===== src/rtl/cpu_fetch_pkg.sv =====
// Shared types and constants for the instruction fetch stage.
package cpu_fetch_pkg;

    typedef enum logic [0:0] {
        FETCH = 1'b0,
        DRAIN = 1'b1
    } fetch_state_t;

    localparam int unsigned PC_STEP = 4;
    localparam logic [31:0] DEFAULT_RESET_PC = 32'h0000_0000;

endpackage


===== src/rtl/fetch_rsp_queue.sv =====
// Small in-order FIFO holding fetched instruction words until the buffer takes them.
module fetch_rsp_queue #(
    parameter int DEPTH = 2,
    parameter int WIDTH = 32
) (
    input  logic                       clk,
    input  logic                       rst_n,
    input  logic                       i_push,
    input  logic                       i_pop,
    input  logic                       i_clear,
    input  logic [WIDTH-1:0]           i_data,
    output logic [WIDTH-1:0]           o_data,
    output logic [$clog2(DEPTH+1)-1:0] o_count,
    output logic                       o_empty,
    output logic                       o_full
);

    localparam int PW = (DEPTH > 1) ? $clog2(DEPTH) : 1;
    localparam int CW = $clog2(DEPTH + 1);

    logic [WIDTH-1:0] r_mem [DEPTH];
    logic [PW-1:0]    r_rd_ptr;
    logic [PW-1:0]    r_wr_ptr;
    logic [CW-1:0]    r_count;
    logic             w_do_push;
    logic             w_do_pop;

    function automatic logic [PW-1:0] ptr_inc(input logic [PW-1:0] p);
        return (p == PW'(DEPTH - 1)) ? '0 : p + 1'b1;
    endfunction

    assign o_empty   = (r_count == '0);
    assign o_full    = (r_count == CW'(DEPTH));
    assign o_count   = r_count;
    assign o_data    = r_mem[r_rd_ptr];
    assign w_do_pop  = i_pop & ~o_empty;
    assign w_do_push = i_push & (~o_full | w_do_pop);

    always_ff @(posedge clk) begin
        if (rst_n || i_clear) begin
            r_rd_ptr <= '0;
            r_wr_ptr <= '0;
            r_count  <= '0;
        end else begin
            if (w_do_push) r_wr_ptr <= ptr_inc(r_wr_ptr);
            if (w_do_pop)  r_rd_ptr <= ptr_inc(r_rd_ptr);
            case ({w_do_push, w_do_pop})
                2'b10:   r_count <= r_count + 1'b1;
                2'b01:   r_count <= r_count - 1'b1;
                default: ;
            endcase
        end
    end

    // NOTE: storage has no reset; the pointers and count alone decide which entries are live.
    always_ff @(posedge clk) begin
        if (w_do_push) r_mem[r_wr_ptr] <= i_data;
    end

endmodule


===== src/rtl/fetch_unit.sv =====
// Instruction fetch stage: issues in-order imem requests from the PC, queues the
// responses and forwards them to the instruction buffer; redirects drop stale data.
module fetch_unit
    import cpu_fetch_pkg::*;
#(
    parameter int                    INST_WIDTH      = 32,
    parameter int                    ADDR_WIDTH      = 32,
    parameter logic [ADDR_WIDTH-1:0] RESET_PC        = ADDR_WIDTH'(DEFAULT_RESET_PC),
    parameter int                    MAX_OUTSTANDING = 2
) (
    input  logic                  clk,
    input  logic                  rst_n,
    input  logic                  stall,
    input  logic                  redirect_valid,
    input  logic [ADDR_WIDTH-1:0] redirect_pc,
    output logic                  imem_req_valid,
    input  logic                  imem_req_ready,
    output logic [ADDR_WIDTH-1:0] imem_req_addr,
    input  logic                  imem_rsp_valid,
    input  logic [INST_WIDTH-1:0] imem_rsp_data,
    output logic                  buf_write_en,
    output logic [INST_WIDTH-1:0] buf_data_in,
    input  logic                  buf_full,
    output logic                  flush_out,
    output logic [ADDR_WIDTH-1:0] fetch_pc
);

    localparam int CW = $clog2(MAX_OUTSTANDING + 1);

    fetch_state_t          r_state;
    fetch_state_t          w_state_nxt;
    logic [ADDR_WIDTH-1:0] r_pc;
    logic [ADDR_WIDTH-1:0] w_pc_nxt;
    logic [CW-1:0]         r_outstanding;
    logic [CW-1:0]         w_outstanding_nxt;
    logic [CW-1:0]         w_rem;
    logic                  r_flush;

    logic [CW-1:0]         w_q_count;
    logic                  w_q_empty;
    logic                  w_q_full;
    logic                  w_q_push;
    logic                  w_q_pop;
    logic [CW:0]           w_inflight_total;
    logic                  w_req_fire;

    // Credits cover both words still in memory and words waiting in the queue.
    assign w_inflight_total = {1'b0, r_outstanding} + {1'b0, w_q_count};

    assign imem_req_valid = (r_state == FETCH) & ~stall & ~redirect_valid & ~rst_n
                          & (w_inflight_total < (CW + 1)'(MAX_OUTSTANDING));
    assign imem_req_addr  = r_pc;
    assign w_req_fire     = imem_req_valid & imem_req_ready;

    assign w_q_push     = imem_rsp_valid & (r_state == FETCH) & ~redirect_valid;
    assign buf_write_en = ~w_q_empty & ~buf_full & ~redirect_valid & ~rst_n;
    assign w_q_pop      = buf_write_en;

    assign flush_out = r_flush;
    assign fetch_pc  = r_pc;

    fetch_rsp_queue #(
        .DEPTH (MAX_OUTSTANDING),
        .WIDTH (INST_WIDTH)
    ) u_rsp_queue (
        .clk     (clk),
        .rst_n   (rst_n),
        .i_push  (w_q_push),
        .i_pop   (w_q_pop),
        .i_clear (redirect_valid),
        .i_data  (imem_rsp_data),
        .o_data  (buf_data_in),
        .o_count (w_q_count),
        .o_empty (w_q_empty),
        .o_full  (w_q_full)
    );

    // NOTE: every combinational output gets a default first, so no path can infer a latch.
    always_comb begin
        w_state_nxt       = r_state;
        w_pc_nxt          = r_pc;
        w_outstanding_nxt = r_outstanding;
        w_rem             = r_outstanding - CW'(imem_rsp_valid);

        if (w_req_fire && !imem_rsp_valid) begin
            w_outstanding_nxt = r_outstanding + 1'b1;
        end else if (!w_req_fire && imem_rsp_valid) begin
            w_outstanding_nxt = w_rem;
        end

        if (w_req_fire) begin
            w_pc_nxt = r_pc + ADDR_WIDTH'(PC_STEP);
        end

        if (redirect_valid) begin
            w_pc_nxt    = redirect_pc;
            w_state_nxt = (w_rem == '0) ? FETCH : DRAIN;
        end else begin
            case (r_state)
                FETCH:   w_state_nxt = FETCH;
                DRAIN:   w_state_nxt = (w_outstanding_nxt == '0) ? FETCH : DRAIN;
                default: w_state_nxt = FETCH;
            endcase
        end
    end

    // NOTE: state registers use non-blocking assignments so every flop samples pre-edge values.
    always_ff @(posedge clk) begin
        if (rst_n) begin
            r_state       <= FETCH;
            r_pc          <= RESET_PC;
            r_outstanding <= '0;
            r_flush       <= 1'b0;
        end else begin
            r_state       <= w_state_nxt;
            r_pc          <= w_pc_nxt;
            r_outstanding <= w_outstanding_nxt;
            r_flush       <= redirect_valid;
        end
    end

    a_rsp_has_request: assert property (@(posedge clk) disable iff (rst_n)
        imem_rsp_valid |-> (r_outstanding != '0));

    a_queue_no_overflow: assert property (@(posedge clk) disable iff (rst_n)
        !(w_q_push && w_q_full && !w_q_pop));

endmodule


===== config.mk =====
export PLATFORM = sky130hd
export DESIGN_NAME = fetch_unit
export DESIGN_NICKNAME = d
export VERILOG_FILES = /design/src/rtl/cpu_fetch_pkg.sv /design/src/rtl/fetch_rsp_queue.sv /design/src/rtl/fetch_unit.sv
export SDC_FILE = /design/constraint.sdc
export NUM_CORES = 1
export LEC_CHECK = 0
export ABC_AREA = 0
export BUFFER_PORTS_ARGS = -buffer_cell sky130_fd_sc_hd__buf_2
export CAP_MARGIN = 20
export CORE_MARGIN = 2
export CORE_UTILIZATION = 50
export DETAILED_ROUTE_END_ITERATION = 8
export MAX_ROUTING_LAYER = met4
export PLACE_DENSITY = 0.8
export SLEW_MARGIN = 20
export SYNTH_ARGS = -nofsm -noshare
export SYNTH_HDL_FRONTEND = slang
export SYNTH_HIERARCHICAL = 1
export SYNTH_SLANG_ARGS = --single-unit

===== constraint.sdc =====
create_clock -name clk -period 6.7 [get_ports clk]
set_clock_uncertainty 0.2 [all_clocks]
set_input_delay 2.01 -clock clk [delete_from_list [all_inputs] [get_ports clk]]
set_output_delay 2.01 -clock clk [all_outputs]
set_load 0.01 [all_outputs]

==> impl_metrics.toml <==
[outcome]
outcome = "complete, no violations"

[worst_setup_path]
endpoint_kind = "primary output"
required_ps = 4490
cpMostUsedCell = "buf_2"
path_delay_family = "simple AND/OR/NAND/NOR gates"
cp_cell_sequence = "buf_2 > or4_4 > or3_1 > inv_1 > buf_2"
cpPeakStageDelay_ps = 570
crit_arrival_ps = 3390
regToRegStartpoint = "u_rsp_queue/o_count[0]"
startpoint = "rst_n"
worstSetupStartpointType = "primary input"
critical_path_class = "in2out"
crit_slowest_cell = "or4_4"
crit_path_max_fanout = 8
crit_buf_inv = 3

[yosys]
synth_area_sq_um = 4976
postSynthCellCount = 439
ys_warn_count = 6
syn_area_per_cell_sq_um = 11.33
syn-num-nets = 513

[timing]
tightest_slew_ps = 878.8
rsz0062_at_grt = "false"
post-route-min-period_ps = 5598
setup_violations = 0
fin_crit_sh = 0.8356
hold_violations = 0
max_freq_mhz = 178.6
whs_ps = 321.1
slew_violations = 0
maxSlewHeadroom = 0.4119
tns_ps = 0

[global_routing]
grt_max_degree = 50
overflow = 0
grt_pass1_wl_um = 17870
grt.total_usage = 0.2105
antenna_found_initial = 1
grt_pass1_vias = 3684

[drt]
drc = 0
vias_per_cell = 5.493
drt_first_pass_iters = 5
routedWlPerCell_um = 16.00
ant_nets = 0
routed_wl_um = 11330
vias = 3889
first_iter_violations = 242

[place]
gp_congestion = 0.8820
port_buffers = 169
dpl.hpwl_um = 8054
dp_cells = 691

[final_layout]
area_delta_synth_final_pct = 17.35
fill_cells = 808
fin_nets = 643
final_layout_size_suffix_gt1_frac = 0.4042
register_area_sq_um = 2743
multi_input_area_sq_um = 1819
finalNonFillerCells = 708

[floorplan]
die-area_sq_um = 10770
die_w_um = 103.8
coreArea_sq_um = 9729
die_h_um = 103.8
io_pins = 170
rows = 36
start_util = 0.5114

[pwr]
irDropWorstVdd_v = 0.0001031
leakagePower_uw = 0.002356
cellPowerDensity_nw_per_um2 = 211.4

[hold_path]
hold_class = "reg2reg"
worstHoldStart = "u_rsp_queue/r_rd_ptr"

[clocking]
cts_root_buffer = "clkbuf_8"
cts_setup_buffers = 0
cts_tree = "built"
cts.clk_slew.worst_paths_ps = 100
htreeDepth = 3
clkSinkCount = 105
cts_max_path_buffers = 2
numCtsBuffers = 9
cts_hold_buf = 0
clk_latency_ps = 360
cts_resized = 0

[job]
drv_cap = 0
## power by group
| part | internal [uW] | switching, uW | total [uW] |
|---|---|---|---|
| registers | 711 | 25.0 | 736 |
| logic | 65.3 | 75.9 | 141 |
| clock network | 139 | 218 | 357 |
## cell type report
type,instances,area share
clock inverters,7,0.008999
multi-input cells,267,0.3115
diodes,1,0.0004285
flip-flops and latches,105,0.4697
clock buffers,9,0.02121
well taps,133,0.02850
inverters,11,0.007071
repair buffers,175,0.1526
## layer usage
layer	wire [um]	GRT usage
met1	4641	0.2538
met2	5774	0.3623
met3	833	0.04531
met4	77	0.05212
met5	0	-
## state kept, by name (all words and copies together) (netlist names), named ones only
| signal | flops |
|---|---|
| r_state | 1 |
| r_outstanding | 2 |
| u_rsp_queue/r_wr_ptr | 1 |
| fetch_pc | 32 |
| flush_out | 1 |
| u_rsp_queue/r_mem | 64 |
| u_rsp_queue/o_count | 2 |
| u_rsp_queue/r_rd_ptr | 1 |
## stage by stage
stage	utilization	area [sq um]	total power, uW	worst slack [ps]
finish	0.6002	5839	1235	1102
global route	0.6002	5839	1280	1048
CTS	0.5999	5837	1245	1103
detailed placement	0.5818	5660	892.5	1107
global placement	0.5818	5660	885.7	1100
floorplan	-	4976	835.2	1181
## layout by cell type, fill, tap and decap left out, types with 3 or more instances in the layout
| master | n |
|---|---|
| nand4_1 | 11 |
| buf_4 | 6 |
| o41ai_1 | 3 |
| xnor2_1 | 6 |
| a31oi_1 | 11 |
| nor4_1 | 7 |
| a21oi_1 | 20 |
| o211ai_1 | 3 |
| nand2_1 | 24 |
| xor2_1 | 4 |
| dfxtp_1 | 41 |
| mux2_2 | 32 |
| clkbuf_8 | 9 |
| and3_1 | 5 |
| or3_1 | 9 |
| a221o_1 | 3 |
| mux2i_1 | 6 |
| nor2b_1 | 9 |
| o21ai_0 | 16 |
| nand3_1 | 14 |
| buf_2 | 169 |
| nor2_1 | 26 |
| nand2b_1 | 4 |
| edfxtp_1 | 64 |
| inv_1 | 11 |
| o21a_1 | 4 |
| nor3_1 | 10 |
## worst paths after layout
kind / to / slack, ps / cells after the start
setup / recovery: imem_req_valid / 1100 / 5
hold / removal: u_rsp_queue/r_rd_ptr / 320 / 2
setup reg to reg: fetch_pc[2] / 3320 / 7
hold reg to reg: u_rsp_queue/r_rd_ptr / 320 / 2
## worst register-to-register path, stage by stage, from the launching register on
cell      delay [ps]
dfxtp_1          470
and2_1           180
fa_1             440
or3b_2           540
nor2_1           690
nor2_1           380
a221oi_1         330
nor2_1            60
(Power assumes the default switching activity.)
